==> src/rtl/wb_master_pkg.sv <==
// ============================================================================
// wb_master_pkg : shared types and helpers for the Wishbone classic master.
// Revision      : 1.0
// ============================================================================
`default_nettype none

package wb_master_pkg;

  typedef enum logic [1:0] {
    SZ_BYTE = 2'd0,
    SZ_HALF = 2'd1,
    SZ_WORD = 2'd2
  } size_e;

  typedef enum logic [1:0] {
    ST_IDLE = 2'd0,
    ST_BUS  = 2'd1,
    ST_RESP = 2'd2
  } state_e;

  function automatic logic is_misaligned(input logic [1:0] size, input logic [1:0] off);
    logic mis;
    case (size)
      SZ_BYTE: mis = 1'b0;
      SZ_HALF: mis = off[0];
      SZ_WORD: mis = (off != 2'b00);
      default: mis = 1'b1;
    endcase
    return mis;
  endfunction

endpackage

`default_nettype wire

==> src/rtl/wb_bus_t.sv <==
// ============================================================================
// wb_bus_t : Wishbone classic bus bundle (32-bit data, byte selects).
// Revision : 1.0
// ============================================================================
`default_nettype none

interface wb_bus_t;
  logic        wb_cyc;
  logic        wb_stb;
  logic        wb_we;
  logic [31:0] wb_adr;
  logic [31:0] wb_dat_ms;
  logic [31:0] wb_dat_sm;
  logic [3:0]  sel;
  logic        wb_ack;
  logic        wb_err;

  modport master (
    output wb_cyc, wb_stb, wb_we, wb_adr, wb_dat_ms, sel,
    input  wb_dat_sm, wb_ack, wb_err
  );

  modport slave (
    input  wb_cyc, wb_stb, wb_we, wb_adr, wb_dat_ms, sel,
    output wb_dat_sm, wb_ack, wb_err
  );
endinterface

`default_nettype wire

==> src/rtl/wb_lane_align.sv <==
// ============================================================================
// wb_lane_align : byte-lane select, write-data placement and read-data
//                 extraction for byte/half/word accesses on a 32-bit bus.
// Revision      : 1.0
// ============================================================================
`default_nettype none

module wb_lane_align
  import wb_master_pkg::*;
(
  input  logic [1:0]  size,
  input  logic [1:0]  offset,
  input  logic [31:0] wdata_in,
  input  logic [31:0] rdata_in,
  output logic [3:0]  sel,
  output logic [31:0] wdata_out,
  output logic [31:0] rdata_out
);

  logic [4:0]  w_shamt;
  logic [31:0] w_rshift;

  assign w_shamt   = {offset, 3'b000};
  assign wdata_out = wdata_in << w_shamt;
  assign w_rshift  = rdata_in >> w_shamt;

  always_comb begin
    sel       = 4'h0;
    rdata_out = 32'h0;
    case (size)
      SZ_BYTE: begin
        sel       = 4'b0001 << offset;
        rdata_out = {24'h0, w_rshift[7:0]};
      end
      SZ_HALF: begin
        sel       = 4'b0011 << offset;
        rdata_out = {16'h0, w_rshift[15:0]};
      end
      SZ_WORD: begin
        sel       = 4'hF;
        rdata_out = w_rshift;
      end
      default: begin
        sel       = 4'h0;
        rdata_out = 32'h0;
      end
    endcase
  end

endmodule

`default_nettype wire

==> src/rtl/wb_master_if.sv <==
// ============================================================================
// wb_master_if : valid/ready request/response to single Wishbone classic
//                transactions, with misalignment detection and bus timeout.
// Revision     : 1.0
// ============================================================================
`default_nettype none

module wb_master_if
  import wb_master_pkg::*;
#(
  parameter int TIMEOUT_CYCLES = 255,
  parameter int CNT_W          = 8
) (
  input  logic        clk,
  input  logic        rst_i,
  input  logic        req_valid_i,
  output logic        req_ready_o,
  input  logic        req_we_i,
  input  logic [31:0] req_addr_i,
  input  logic [1:0]  req_size_i,
  input  logic [31:0] req_wdata_i,
  output logic        rsp_valid_o,
  input  logic        rsp_ready_i,
  output logic [31:0] rsp_rdata_o,
  output logic        rsp_err_o,
  wb_bus_t.master     wb_bus
);

  state_e r_state, w_next;

  logic             r_we;
  logic [1:0]       r_size;
  logic [1:0]       r_off;
  logic             r_cyc;
  logic             r_stb;
  logic             r_wb_we;
  logic [31:0]      r_adr;
  logic [31:0]      r_dat;
  logic [3:0]       r_sel;
  logic [CNT_W-1:0] r_cnt;
  logic             r_rsp_err;
  logic [31:0]      r_rsp_rdata;

  logic        w_accept;
  logic        w_misal;
  logic        w_resp;
  logic        w_timeout;
  logic [1:0]  w_al_size;
  logic [1:0]  w_al_off;
  logic [3:0]  w_sel;
  logic [31:0] w_wdata_sh;
  logic [31:0] w_rdata_ex;

  // Lanes come from the live request while idle, from the captured request otherwise.
  assign w_al_size = (r_state == ST_IDLE) ? req_size_i      : r_size;
  assign w_al_off  = (r_state == ST_IDLE) ? req_addr_i[1:0] : r_off;

  wb_lane_align u_align (
    .size      (w_al_size),
    .offset    (w_al_off),
    .wdata_in  (req_wdata_i),
    .rdata_in  (wb_bus.wb_dat_sm),
    .sel       (w_sel),
    .wdata_out (w_wdata_sh),
    .rdata_out (w_rdata_ex)
  );

  assign w_accept  = req_valid_i & req_ready_o;
  assign w_misal   = is_misaligned(req_size_i, req_addr_i[1:0]);
  assign w_resp    = wb_bus.wb_ack | wb_bus.wb_err;
  assign w_timeout = (TIMEOUT_CYCLES != 0) && (r_cnt == CNT_W'(TIMEOUT_CYCLES - 1));

  always_ff @(posedge clk or posedge rst_i) begin
    if (rst_i) r_state <= ST_IDLE;
    else       r_state <= w_next;
  end

  always_comb begin
    w_next = r_state;
    case (r_state)
      ST_IDLE: if (w_accept) w_next = w_misal ? ST_RESP : ST_BUS;
      ST_BUS:  if (w_resp || w_timeout) w_next = ST_RESP;
      ST_RESP: if (rsp_ready_i) w_next = ST_IDLE;
      default: w_next = ST_IDLE;
    endcase
  end

  always_comb begin
    req_ready_o = (r_state == ST_IDLE) & ~rst_i;
    rsp_valid_o = (r_state == ST_RESP);
  end

  always_ff @(posedge clk or posedge rst_i) begin
    if (rst_i) begin
      r_we        <= 1'b0;
      r_size      <= 2'b00;
      r_off       <= 2'b00;
      r_cyc       <= 1'b0;
      r_stb       <= 1'b0;
      r_wb_we     <= 1'b0;
      r_adr       <= 32'h0;
      r_dat       <= 32'h0;
      r_sel       <= 4'h0;
      r_cnt       <= '0;
      r_rsp_err   <= 1'b0;
      r_rsp_rdata <= 32'h0;
    end else begin
      case (r_state)
        ST_IDLE: begin
          if (w_accept) begin
            r_we        <= req_we_i;
            r_size      <= req_size_i;
            r_off       <= req_addr_i[1:0];
            r_rsp_rdata <= 32'h0;
            r_rsp_err   <= w_misal;
            if (!w_misal) begin
              r_cyc   <= 1'b1;
              r_stb   <= 1'b1;
              r_wb_we <= req_we_i;
              r_adr   <= {req_addr_i[31:2], 2'b00};
              r_dat   <= req_we_i ? w_wdata_sh : 32'h0;
              r_sel   <= w_sel;
              r_cnt   <= '0;
            end
          end
        end
        ST_BUS: begin
          if (w_resp || w_timeout) begin
            r_cyc       <= 1'b0;
            r_stb       <= 1'b0;
            r_wb_we     <= 1'b0;
            r_adr       <= 32'h0;
            r_dat       <= 32'h0;
            r_sel       <= 4'h0;
            // Anything other than a clean ack (err, or timeout) is an error.
            r_rsp_err   <= wb_bus.wb_err | ~wb_bus.wb_ack;
            r_rsp_rdata <= (wb_bus.wb_ack & ~wb_bus.wb_err & ~r_we) ? w_rdata_ex : 32'h0;
          end else begin
            r_cnt <= r_cnt + CNT_W'(1);
          end
        end
        ST_RESP: begin
          if (rsp_ready_i) begin
            r_rsp_err   <= 1'b0;
            r_rsp_rdata <= 32'h0;
          end
        end
        default: ;
      endcase
    end
  end

  assign rsp_rdata_o      = r_rsp_rdata;
  assign rsp_err_o        = r_rsp_err;
  assign wb_bus.wb_cyc    = r_cyc;
  assign wb_bus.wb_stb    = r_stb;
  assign wb_bus.wb_we     = r_wb_we;
  assign wb_bus.wb_adr    = r_adr;
  assign wb_bus.wb_dat_ms = r_dat;
  assign wb_bus.sel       = r_sel;

endmodule

`default_nettype wire
==> src/flat_wrapper.sv <==
// flat-port wrapper written by rule: the top's interface ports become plain ports
module wb_master_if_flat import wb_master_pkg::*;
#(
  parameter int TIMEOUT_CYCLES = 255,
  parameter int CNT_W          = 8
)
  (clk, rst_i, req_valid_i, req_ready_o, req_we_i, req_addr_i, req_size_i, req_wdata_i, rsp_valid_o, rsp_ready_i, rsp_rdata_o, rsp_err_o, wb_bus_wb_cyc, wb_bus_wb_stb, wb_bus_wb_we, wb_bus_wb_adr, wb_bus_wb_dat_ms, wb_bus_sel, wb_bus_wb_dat_sm, wb_bus_wb_ack, wb_bus_wb_err);
  wb_bus_t wb_bus_i ();
  input  logic clk;
  input  logic rst_i;
  input  logic req_valid_i;
  output logic req_ready_o;
  input  logic req_we_i;
  input  logic [31:0] req_addr_i;
  input  logic [1:0] req_size_i;
  input  logic [31:0] req_wdata_i;
  output logic rsp_valid_o;
  input  logic rsp_ready_i;
  output logic [31:0] rsp_rdata_o;
  output logic rsp_err_o;
  output wire logic [$bits(wb_bus_i.wb_cyc)-1:0] wb_bus_wb_cyc;
  output wire logic [$bits(wb_bus_i.wb_stb)-1:0] wb_bus_wb_stb;
  output wire logic [$bits(wb_bus_i.wb_we)-1:0] wb_bus_wb_we;
  output wire logic [$bits(wb_bus_i.wb_adr)-1:0] wb_bus_wb_adr;
  output wire logic [$bits(wb_bus_i.wb_dat_ms)-1:0] wb_bus_wb_dat_ms;
  output wire logic [$bits(wb_bus_i.sel)-1:0] wb_bus_sel;
  input wire logic [$bits(wb_bus_i.wb_dat_sm)-1:0] wb_bus_wb_dat_sm;
  input wire logic [$bits(wb_bus_i.wb_ack)-1:0] wb_bus_wb_ack;
  input wire logic [$bits(wb_bus_i.wb_err)-1:0] wb_bus_wb_err;
  assign wb_bus_wb_cyc = wb_bus_i.wb_cyc;
  assign wb_bus_wb_stb = wb_bus_i.wb_stb;
  assign wb_bus_wb_we = wb_bus_i.wb_we;
  assign wb_bus_wb_adr = wb_bus_i.wb_adr;
  assign wb_bus_wb_dat_ms = wb_bus_i.wb_dat_ms;
  assign wb_bus_sel = wb_bus_i.sel;
  assign wb_bus_i.wb_dat_sm = wb_bus_wb_dat_sm;
  assign wb_bus_i.wb_ack = wb_bus_wb_ack;
  assign wb_bus_i.wb_err = wb_bus_wb_err;
  wb_master_if #(.TIMEOUT_CYCLES(TIMEOUT_CYCLES), .CNT_W(CNT_W)) u_core (.clk(clk), .rst_i(rst_i), .req_valid_i(req_valid_i), .req_ready_o(req_ready_o), .req_we_i(req_we_i), .req_addr_i(req_addr_i), .req_size_i(req_size_i), .req_wdata_i(req_wdata_i), .rsp_valid_o(rsp_valid_o), .rsp_ready_i(rsp_ready_i), .rsp_rdata_o(rsp_rdata_o), .rsp_err_o(rsp_err_o), .wb_bus(wb_bus_i));
endmodule
==> config.mk <==
export PLATFORM = sky130hd
export DESIGN_NAME = wb_master_if_flat
export DESIGN_NICKNAME = d
export VERILOG_FILES = /design/src/rtl/wb_master_pkg.sv /design/src/rtl/wb_bus_t.sv /design/src/rtl/wb_lane_align.sv /design/src/rtl/wb_master_if.sv /design/src/flat_wrapper.sv
export SDC_FILE = /design/constraint.sdc
export NUM_CORES = 1
export LEC_CHECK = 0
export ABC_AREA = 1
export CAP_MARGIN = 0
export CELL_PAD_IN_SITES_DETAIL_PLACEMENT = 0
export CELL_PAD_IN_SITES_GLOBAL_PLACEMENT = 1
export CORE_MARGIN = 3
export CORE_UTILIZATION = 25
export CTS_BUF_LIST = sky130_fd_sc_hd__clkbuf_16
export DETAILED_ROUTE_END_ITERATION = 16
export MAX_ROUTING_LAYER = met4
export PLACE_DENSITY_LB_ADDON = 0.1
export SETUP_SLACK_MARGIN = 0.2
export SYNTH_ARGS = -nofsm -noshare
export SYNTH_HDL_FRONTEND = slang
export SYNTH_HIERARCHICAL = 1
export SYNTH_SLANG_ARGS = --single-unit
==> constraint.sdc <==
create_clock -name clk -period 5.83 [get_ports clk]
set_clock_uncertainty 0.15 [all_clocks]
set_input_delay 0.583 -clock clk [delete_from_list [all_inputs] [get_ports clk]]
set_output_delay 0.583 -clock clk [all_outputs]
set_load 0.02 [all_outputs]
-- Word level (Yosys, flattened, before mapping)
Cells that the tools add are included.
- multiplexer cells: 42
- reductions and logical operators: 12
- shift operators: 4
- bitwise operators: 10
- equal/unequal tests: 12
- add/sub/neg operators: 1
- operators by type and width (cell ; number):
    2-to-1 mux 32 bit ; 10
    one-hot mux 32 bit (3 select lines) ; 2
    one-hot mux 32 bit (2 select lines) ; 2
    left shift 32 x 5 -> 32 bit ; 1
    >> shifter 32 x 5 -> 32 bit ; 1
    2-to-1 mux 8 bit ; 3
    one-hot mux 8 bit (2 select lines) ; 1
    2-to-1 mux 2 bit ; 6
    2-to-1 mux 4 bit ; 3
    one-hot mux 4 bit (3 select lines) ; 1
    AND reduction 4 bit ; 3
    adder 8 x 1 -> 8 bit, second input constant ; 1
    == test 8 bit, second input constant ; 1
    2-to-1 mux 1 bit ; 8
    one-hot mux 4 bit (2 select lines) ; 1
    == test 2 x 1 -> 1 bit, second input constant ; 3
    == test 2 bit, second input constant ; 3
    logical NOT 2 bit ; 3
    inequality test 2 x 1 -> 1 bit, second input constant ; 3
    one-hot mux 1 bit (3 select lines) ; 2
    one-hot mux 2 bit (3 select lines) ; 1
    bitwise AND 1 bit ; 4
    inequality test 2 bit, second input constant ; 2
    inverter 1 bit ; 4
    9 further kinds ; 12
- flip-flop bits (word level): 118
- input bits: 105
- output and inout bits: 106
- word-level logic and storage cells: 93

-- Logic depth before layout (Yosys ltp)
- word-level depth: 7
- mapped depth: 17
- depth with buffers taken out: 14

-- Cells and area by module
Netlist, hierarchy kept.
- modules (own cells, without submodules) (module ; seq. area each (µm²) ; area an instance (µm²) ; cells an instance ; instances):
    wb_master_if ; 2902.8 ; 5657.9 ; 744 ; 1
    wb_lane_align ; 0.0 ; 1435.1 ; 311 ; 1

-- Worst setup path after synthesis
OpenSTA, ideal clock, no wires.
- path kind: input to register
- from: input rst_i
- to: register u_core.r_adr[3] (netlist: u_core/wb_bus.wb_adr[3])
- arrival time: 4.006 ns
- stages on the path: 8
- library setup time: 0.123 ns
- path buffers: 2
- required time: 5.557 ns
- path slack: 1.551 ns
- cell sequence: inv_1 > a21oi_1 > inv_1 > nand2_4 > buf_6 > buf_6 > o21ai_0 > nand2_1
- cells in the longest elaborated chain, start to end: 5
- ends and longest elaborated chain (what ; line ; source):
    start, declared ; flat_wrapper.sv:10 ; input logic rst_i;
    inverter 1 bit ; wb_master_if.sv:89 ; req_ready_o = (r_state == ST_IDLE) & ~rst_i;
    bitwise AND 1 bit ; wb_master_if.sv:89 ;
    bitwise AND 1 bit ; wb_master_if.sv:68 ; assign w_accept = req_valid_i & req_ready_o;
    inequality test 2 x 1 -> 1 bit (no line) ; n/a ;
    AND reduction 4 bit (no line) ; n/a ;
    end signal, assigned ; wb_master_if.sv:120 ; r_adr <= {req_addr_i[31:2], 2'b00};
    end, declared ; wb_master_if.sv:37 ; logic [31:0] r_adr;
Every way passes these cells.
A chain may end at the register's enable or synchronous reset.

-- Worst setup path after layout
- from: input rst_i
- to: register u_core.r_dat[11] (netlist: u_core/wb_bus.wb_dat_ms[11])
- cells in the longest elaborated chain, start to end: 5
- ends and longest elaborated chain (what ; line ; source):
    inverter 1 bit ; wb_master_if.sv:89 ;
    bitwise AND 1 bit ; wb_master_if.sv:89 ;
    bitwise AND 1 bit ; wb_master_if.sv:68 ;
    inequality test 2 x 1 -> 1 bit (no line) ; n/a ;
    AND reduction 4 bit (no line) ; n/a ;
    end signal, assigned ; wb_master_if.sv:121 ; r_dat <= req_we_i ? w_wdata_sh : 32'h0;
    end, declared ; wb_master_if.sv:38 ; logic [31:0] r_dat;
Every way passes these cells.

==> flow_metrics.tcl <==
set metrics [dict create \
    track_usage_pct 17.4 \
    synth-seq-cells 116 \
    hold_viol 0 \
    die_w_um 174 \
    gp_congestion 0.741 \
    cts.sinks 116 \
    clkPwrFrac_pct 20.5 \
    p_comb_share_pct 56.0 \
    slew_headroom_pct 21.7 \
    clockRootBuffer "clkbuf_16" \
    nets 1332 \
    clk_latency_ns 0.41 \
    die_y_um 174 \
    status "complete, no violations" \
    rsz0062_at_grt "false" \
    cts_buffer_depth 2 \
    dr_wl_met2_um 11100 \
    power_mw 5.11 \
    cts_setup_buffers 0 \
    endpoint_kind "flip-flop" \
    drtAntennaViolNets 0 \
    syn-cell-area_sq_mm 0.00709 \
    cp-start-kind "input pin" \
    p_per_area_mw_per_mm2 515 \
    hold_path.class "flip-flop to flip-flop" \
    r2r-start "u_core/r_state[1]" \
    rr_worst_depth 14 \
    vdd_drop_max_v 0.000313 \
    grt_overflow 0 \
    die_area_sq_mm 0.0304 \
    routedWlPerCell_um 15.8 \
    dp_hpwl_um 17200 \
    first_pass_iters 5 \
    yosys.area.top_type "dfrtp_1" \
    min_from "u_core/wb_bus.wb_adr[2]" \
    syn_inst 1055 \
    grt_max_degree 101 \
    power.leakage_nw 4.74 \
    worstSetupPathType "input pin to flip-flop" \
    drv_slew 0 \
    clk_pin_slew_ns 0.06 \
    reg2reg_slack_ns 2.35 \
    cts_made_buffers 17 \
    setup_tns_ns 0 \
    route.met3.wl_um 1230 \
    drive_gt1_share_pct 6.57 \
    num_rows 61 \
    holdPathStages 2 \
    p_sw_share_pct 48.4 \
    start_util_pct 25.5 \
    hold_end "u_core/wb_bus.wb_adr[2]" \
    first_global_vias 7060 \
    regToRegEndpoint "u_core/rsp_rdata_o[2]" \
    ctsResizeCount 0 \
    max_freq_mhz 287 \
    period_share_pct 59.7 \
    synth.yosys.seq_area_share_pct 40.9 \
    synth_area_leaders "dfrtp_1 41%, nand2_1 21%, o21ai_0 7.5%" \
    required_ns 6.02 \
    area_delta_synth_final_pct 39.7 \
    drc_errors 0 \
    tightest_slew_ns 1.17 \
    syn_avg_cell_area_sq_um 6.72 \
    p_sw_mw 2.47 \
    critPathMaxFanout 69 \
    synth_top_area_share_pct 40.9 \
    cts-htree-levels 4 \
    antenna_found_initial 0 \
    drt_iter0_drc 434 \
    finalCriticalPeriod_ns 3.48 \
    ctsHoldBuffers 0 \
    finalSetupViolations 0 \
    grt_pass1_wl_um 40800 \
    wl_met1_um 12900 \
    viasPerCell 4.45 \
    p_int_mw 2.64 \
    top_layer_used "met4" \
    max_cap_viol_count 0 \
    ios 211 \
    wl_um 25400 \
    fp.coreArea_sq_mm 0.0279 \
    diodes 0 \
    yosysUniqueCellTypes 30 \
    cts_tree "built" \
    yosysWarningCount 6 \
    port_buffers 208 \
    num_vias 7166 \
    seqPwrFrac_pct 23.5 \
    cp.arrival_ns 3.67 \
]
-- per-stage QoR --
step / hold WS (ns) / util, % / instances / instance area, sq um / setup WS (ns)
finish: 0.332 / 35.6 / 1611 / 9910 / 2.35
CTS: 0.334 / 35.6 / 1611 / 9910 / 2.23
global route: 0.361 / 35.6 / 1611 / 9910 / 1.90
floorplan: 0.303 / - / 1056 / 7100 / 1.55
detailed placement: 0.319 / 33.5 / 1580 / 9330 / 1.80
global placement: 0.316 / 33.5 / 1580 / 9330 / 1.85
-- worst max path at each step --
stage	slack (ns)	from	cells past startpoint	endpoint
after floorplan	1.55	rst_i	8	u_core/wb_bus.wb_adr[3]
final	2.35	rst_i	9	u_core/wb_bus.wb_dat_ms[11]
after CTS	2.23	rst_i	9	u_core/wb_bus.wb_dat_ms[7]
after detailed placement	1.80	rst_i	9	u_core/wb_bus.wb_dat_ms[7]
after global placement	1.85	rst_i	9	u_core/wb_bus.sel[0]
after global routing	1.90	rst_i	9	u_core/wb_bus.wb_dat_ms[18]
-- cell type report --
| cell class | count | area (sq um) |
|---|---|---|
| fillers | 3032 | 17900 |
| repair buffers | 218 | 2160 |
| inverters | 78 | 295 |
| well taps | 378 | 473 |
| flip-flops and latches | 116 | 2900 |
| clock buffers | 17 | 425 |
| multi-input cells | 790 | 3500 |
| clock inverters | 14 | 158 |
-- logic make-up after synthesis --
| kind of cell | synth area share, % |
|---|---|
| and+or+nand+nor | 35.4 |
| AOI/OAI and AO/OA | 12.2 |
| adders and majority gates | 1.06 |
| other | 0.0529 |
| DFF | 40.9 |
| buffers and inverters | 10.4 |
-- flip-flops by register name, summed over array words and instances, names as in the netlist --
| name | flops |
|---|---|
| u_core/rsp_err_o | 1 |
| u_core/r_we | 1 |
| u_core/wb_bus.sel | 4 |
| u_core/r_cnt | 8 |
| u_core/wb_bus.wb_stb | 1 |
| u_core/wb_bus.wb_dat_ms | 32 |
| u_core/r_size | 2 |
| u_core/r_state | 2 |
| u_core/r_off | 2 |
| u_core/rsp_rdata_o | 32 |
| u_core/wb_bus.wb_we | 1 |
| u_core/wb_bus.wb_adr | 30 |
-- routing by layer --
metal	vias to the layer above	GRT usage (%)
met3	9	3.32
met4	0	3.35
li1	3624	-
met2	196	24.8
met1	3337	25.7
met5	-	-
-- cell usage in the layout (no fill, tap or decap) --
master	count
nand2_1	400
clkdlybuf4s50_1	208
nor2_1	126
dfrtp_1	116
o21ai_0	104
inv_1	72
nand3_1	51
a21oi_1	27
o21ai_1	21
clkbuf_16	17
nand2_2	11
buf_4	10
nor2_2	9
o211ai_1	8
and2_1	8
clkinv_4	6
inv_2	5
ha_1	5
clkinvlp_4	3
nand2_4	3
nor2_4	3
bufinv_16	2
inv_6	2
nor3_2	2
o21ai_4	2
o21bai_1	2
conb_1	2
a21oi_2	2
clkinv_2	1
inv_4	1
nand3_2	1
nand3b_1	1
nor3b_1	1
ha_4	1
-- critical path, stage by stage --
cell and delay, ns:
clkdlybuf4s50_1 0.46, inv_4 0.51, a21oi_1 0.17, inv_1 0.17, nand2_4 0.38, nor2_4 0.59, buf_4 0.54, nand2_1 0.12
nand2_1 0.09
-- power by group through the flow --
| stage | clock network, mW | registers, mW | logic, mW |
|---|---|---|---|
| finish | 1.04 | 1.20 | 2.86 |
| global placement | 0 | 1.22 | 2.90 |
| CTS | 1.08 | 1.21 | 2.91 |
| detailed placement | 0 | 1.22 | 2.90 |
| floorplan | 0 | 1.45 | 1.69 |
| global route | 1.11 | 1.24 | 3.21 |
-- synth_stat cells --
cell type,instances
a21oi_1,27
a21oi_2,2
and2_1,8
buf_2,20
buf_4,8
buf_6,14
buf_8,1
clkbuf_1,28
clkbuf_2,1
conb_1,1
dfrtp_1,116
ha_1,6
inv_1,73
inv_2,5
nand2_1,400
nand2_2,11
nand2_4,3
nand3_1,51
nand3_2,1
nand3b_1,1
nor2_1,126
nor2_2,9
nor2_4,3
nor3_1,1
nor3_2,1
nor3b_1,1
o211ai_1,8
o21ai_0,106
o21ai_1,21
o21bai_1,2
Power figures use the tool's default switching activity.
==> patch 1 (same settings) <==
`CNT_W` is set to 8 in 2 places; all go to 10.
--- a/src/rtl/wb_master_if.sv
+++ b/src/rtl/wb_master_if.sv
@@ -9,7 +9,7 @@
   import wb_master_pkg::*;
 #(
   parameter int TIMEOUT_CYCLES = 255,
-  parameter int CNT_W          = 8
+  parameter int CNT_W          = 10
 ) (
   input  logic        clk,
   input  logic        rst_i,
--- a/src/flat_wrapper.sv
+++ b/src/flat_wrapper.sv
@@ -2,7 +2,7 @@
 module wb_master_if_flat import wb_master_pkg::*;
 #(
   parameter int TIMEOUT_CYCLES = 255,
-  parameter int CNT_W          = 8
+  parameter int CNT_W          = 10
 )
   (clk, rst_i, req_valid_i, req_ready_o, req_we_i, req_addr_i, req_size_i, req_wdata_i, rsp_valid_o, rsp_ready_i, rsp_rdata_o, rsp_err_o, wb_bus_wb_cyc, wb_bus_wb_stb, wb_bus_wb_we, wb_bus_wb_adr, wb_bus_wb_dat_ms, wb_bus_sel, wb_bus_wb_dat_sm, wb_bus_wb_ack, wb_bus_wb_err);
   wb_bus_t wb_bus_i ();
Formal check against the unedited RTL: same outputs for any inputs over 4 cycles, from zero or initial values and one cycle with rst_i high; that may be too few to reach the edited logic, so the function may still have changed.
==> patch 1 against the unedited design <==
- hold slack got worse by 0.0068 ns
- total power rose by 1.3%
- wire length down 2.3%
- critical endpoint is now u_core/wb_bus.wb_dat_ms[1]
- sequential share of layout area up 0.21 points
- largest cell class unchanged
- sequential cell count is 2 higher
- setup slack better by 0.15 ns
- critical path depth up 4
- design area up 1.0%
- area after synthesis increased by 0.46%
- critical path type is now reg2reg
- die area increased by 0.44%
==> patch 1: results (changes against the unedited design) <==
Status -> complete, no violations (unchanged)
LEAKAGE -> 4.92 nW (was 4.74 nW)
DP Area -> 9380 sq um (was 9330 sq um)
Routing usage on met3 -> 0.0282 (was 0.0332)
Met2 usage -> 0.245 (was 0.248)
Global-route wire length before repair -> 39500 um (was 40800 um)
FILL cells -> 3088 (was 3032)
Peak VDD IR -> 213 uV (was 313 uV)
Clk root buf -> clkbuf_16 (unchanged)
Synth area leaders -> dfrtp_1 (41%), nand2_1 (24%), nor2_1 (6.8%) (was dfrtp_1 (41%), nand2_1 (21%), o21ai_0 (7.5%))
Synth Instances -> 1067 (was 1055)
Maximum number of pins on one net before global-route repair -> 81 (was 101)
Dpl ws -> 2.18 ns (was 1.80 ns)
CP Max Fanout -> 50 (was 69)
Met1 usage -> 0.243 (was 0.257)
Commonest cells in the netlist -> nand2_1 (465), nor2_1 (129), dfrtp_1 (118), inv_1 (78), nand3_1 (56) (was nand2_1 (400), nor2_1 (126), dfrtp_1 (116), o21ai_0 (106), inv_1 (73))
Drt via density -> 4.25 (was 4.45)
Wire per inst -> 15.2 um (was 15.8 um)
Routability congestion estimate -> 0.768 (was 0.741)
Max-slew headroom -> 0.308 (was 0.217)
DRT iter0 DRCs -> 371 (was 434)
Distinct cells, synth -> 29 (was 30)
NumNets Final -> 1351 (was 1332)
Global-route usage over all layers -> 0.168 (was 0.174)
Sw frac -> 0.467 (was 0.484)
Dpl cells -> 1599 (was 1580)
Sequential area share after synthesis -> 0.414 (was 0.409)
Async SR Flop Fraction -> 1.00 (unchanged)
Number of global-route vias before repair -> 6884 (was 7060)
Post-detail-place hpwl -> 17200 um (about the same)
Worst path arrival time -> 3.48 ns (was 3.67 ns)
## patch 1: final cells by class
| cell class | instances | area, sq um | area share |
|---|---|---|---|
| Multi-Input combinational cell | 803 | 3480 | 0.348 |
| Timing Repair Buffer | 218 | 2160 | 0.216 |
| Clock inverter | 15 | 205 | 0.0205 |
| Sequential cell | 118 | 2950 | 0.295 |
| Inverter | 82 | 310 | 0.0310 |
| Tap cell | 378 | 473 | 0.0473 |
| Clock buffer | 17 | 425 | 0.0425 |
## patch 1: worst paths after layout
path	end	cells past startpoint	slack [ns]	start
setup / recovery	u_core/wb_bus.wb_dat_ms[1]	13	2.50	u_core/r_state[0]
hold reg to reg	u_core/wb_bus.wb_dat_ms[31]	2	0.32	u_core/wb_bus.wb_dat_ms[31]
min in group asynchronous	u_core/rsp_rdata_o[23]	2	0.56	rst_i
max in group asynchronous	u_core/r_off[0]	3	3.64	rst_i
setup reg to reg	u_core/wb_bus.wb_dat_ms[1]	13	2.50	u_core/r_state[0]
hold / removal	u_core/wb_bus.wb_dat_ms[31]	2	0.32	u_core/wb_bus.wb_dat_ms[31]
## patch 1: cell families (layout without fill, tap and decap cells)
family | count (synthesis) | count (layout) | share of synthesized area
other | 1 | 2 | 0.000526
DFF | 118 | 118 | 0.414
AOI/OAI and AO/OA | 95 | 95 | 0.0709
xor gates and xnor gates | 4 | 4 | 0.00492
and+or+nand+nor | 696 | 696 | 0.396
adders and majority gates | 6 | 6 | 0.0105
buffers and inverters | 147 | 332 | 0.102
## patch 1: power groups by stage
stage	Combinational (mW)	Clock [mW]	Sequential [mW]
detailed placement	2.85	0	1.25
finish	2.81	1.14	1.23
global route	3.15	1.21	1.26
CTS	2.86	1.17	1.23
floorplan	1.69	0	1.48
global placement	2.84	0	1.25
## patch 1: worst max-delay path, cell delays in order, from the launching register on
cell     delay (ns)
dfrtp_1        0.45
inv_1          0.10
ha_1           0.25
inv_1          0.36
nand2_1        0.17
o21ai_4        0.09
buf_4          0.49
inv_2          0.38
nand2_1        0.37
nor2_1         0.08
nand2_1        0.08
nor2_1         0.04
nand2_1        0.10
nand2_1        0.05
## patch 1: metal layers
layer | part of all wire | vias up
li1 | - | 3614
met4 | 0.010 | 0
met2 | 0.44 | 173
met3 | 0.038 | 19
met5 | 0 | -
met1 | 0.51 | 3129
==> patch 2 (same flow settings) <==
Without the edit above. Remove the case item `SZ_BYTE` of the case on `size`.
--- a/src/rtl/wb_lane_align.sv
+++ b/src/rtl/wb_lane_align.sv
@@ -28,10 +28,6 @@
     sel       = 4'h0;
     rdata_out = 32'h0;
     case (size)
-      SZ_BYTE: begin
-        sel       = 4'b0001 << offset;
-        rdata_out = {24'h0, w_rshift[7:0]};
-      end
       SZ_HALF: begin
         sel       = 4'b0011 << offset;
         rdata_out = {16'h0, w_rshift[15:0]};
Function: changed (a bounded check fails within 4 cycles, from zero or initial values and one cycle with rst_i high).
==> patch 2 against the unedited design <==
- first-iteration DRC count increased by 21%
- design area about the same
- setup slack got worse by 0.059 ns
- hold slack gained 0.0036 ns
- total power is 0.62% lower
- sequential share of layout area barely moved
- sequential cell count did not move
- wire length rose by 0.67%
- die area decreased by 0.96%
- area after synthesis decreased by 0.99%
- critical path type is now reg2reg
- largest cell class unchanged
==> patch 2: results (changes against the unedited design) <==
Routability congestion estimate -> 0.770 (was 0.741)
Max-slew headroom -> 0.377 (was 0.217)
Clk root buf -> clkbuf_16 (unchanged)
Number of cells on the worst reg-to-reg path -> 10 (was 14)
Commonest cells in the netlist -> nand2_1 (406), nor2_1 (123), dfrtp_1 (116), o21ai_0 (102), inv_1 (72) (was nand2_1 (400), nor2_1 (126), dfrtp_1 (116), o21ai_0 (106), inv_1 (73))
DP Area -> 9310 sq um (was 9330 sq um)
Clock-pin slew on the worst setup and hold paths -> 0.06 ns (about the same)
Maximum number of pins on one net before global-route repair -> 70 (was 101)
Peak VDD IR -> 172 uV (was 313 uV)
N_diodes -> 0 (unchanged)
Global-route usage over all layers -> 0.174 (about the same)
CP max-delay cell -> nand2_4 (was nor2_4)
Distinct cells, synth -> 29 (was 30)
Drt via density -> 4.42 (was 4.45)
Worst stage delay on the critical path -> 0.53 ns (was 0.59 ns)
NumNets Final -> 1335 (was 1332)
Clock Path Buffers -> 2 (unchanged)
FILL cells -> 2983 (was 3032)
CP Max Fanout -> 69 (unchanged)
Sequential area share after synthesis -> 0.413 (was 0.409)
Synth area leaders -> dfrtp_1 (41%), nand2_1 (22%), o21ai_0 (7.3%) (was dfrtp_1 (41%), nand2_1 (21%), o21ai_0 (7.5%))
Share of cells above drive strength 1 -> 0.0495 (was 0.0657)
PortBufs -> 208 (unchanged)
Dpl ws -> 1.87 ns (was 1.80 ns)
Synth Instances -> 1053 (was 1055)
Dpl cells -> 1572 (was 1580)
Routed wire length -> 25600 um (was 25400 um)
Number of global-route vias before repair -> 6882 (was 7060)
Global-route wire length before repair -> 40700 um (was 40800 um)
Status -> complete, no violations (unchanged)
LEAKAGE -> 4.73 nW (was 4.74 nW)
Via Count -> 7088 (was 7166)
Post-detail-place hpwl -> 17500 um (was 17200 um)
DRT iter0 DRCs -> 524 (was 434)
==> patch 2: changes by cell type after synthesis, sizes merged <==
cell and change:
nor2 -13, nand3 +2, a21oi +3, inv -2
clkbuf +1, ha +5, nor3 +7, o21ai -2
nand2 -3
==> patch 2: path summary, 6_finish.rpt <==
check                                  startpoint                     endpoint  slack (ns)
max reg2reg                     u_core/r_state[1]     u_core/wb_bus.wb_adr[13]        2.29
min reg2reg                u_core/rsp_rdata_o[29]       u_core/rsp_rdata_o[29]        0.34
max in group asynchronous                   rst_i  u_core/wb_bus.wb_dat_ms[17]        3.62
min in group asynchronous                   rst_i             u_core/r_size[1]        0.50
min                        u_core/rsp_rdata_o[29]       u_core/rsp_rdata_o[29]        0.34
max                             u_core/r_state[1]     u_core/wb_bus.wb_adr[13]        2.29
==> patch 2: final cells by class <==
class                           instances  area, sq um  share of cell area
Clock buffer                           17          425              0.0430
Clock inverter                         15          171              0.0173
Inverter                               76          288              0.0291
Multi-Input combinational cell        789         3490               0.352
Sequential cell                       116         2900               0.293
Tap cell                              372          465              0.0470
Timing Repair Buffer                  219         2160               0.219
==> patch 2: cells by family after synthesis <==
group | Yosys count | synth area share
buffers and inverters | 149 | 0.0966
adder cells (fa/ha/maj) | 11 | 0.0196
flip-flops | 116 | 0.413
AO/OA/AOI/OAI | 167 | 0.123
AND/OR/NAND/NOR | 609 | 0.347
other | 1 | 0.000534
==> patch 2: where the power goes <==
group | leakage, nW | switching (mW) | internal (mW)
clock network | 0.292 | 0.436 | 0.643
logic | 2.89 | 1.86 | 0.934
registers | 1.54 | 0.151 | 1.05
total | 4.73 | 2.45 | 2.63
==> patch 2: worst max-delay path: cells and delay by family, from the launching register on <==
family                     cells  cell delay (ns)
adders and majority gates      1             0.52
buffers and inverters          3             0.88
DFF                            1             0.42
and+or+nand+nor                6             1.38
==> patch 2: per-layer routing <==
| metal | wire length (um) | global-route usage | vias to the layer above |
|---|---|---|---|
| met5 | 0 | - | - |
| met4 | 235 | 0.0365 | 0 |
| met3 | 1070 | 0.0311 | 15 |
| met2 | 10700 | 0.238 | 203 |
| met1 | 13500 | 0.264 | 3245 |
| li1 | - | - | 3625 |
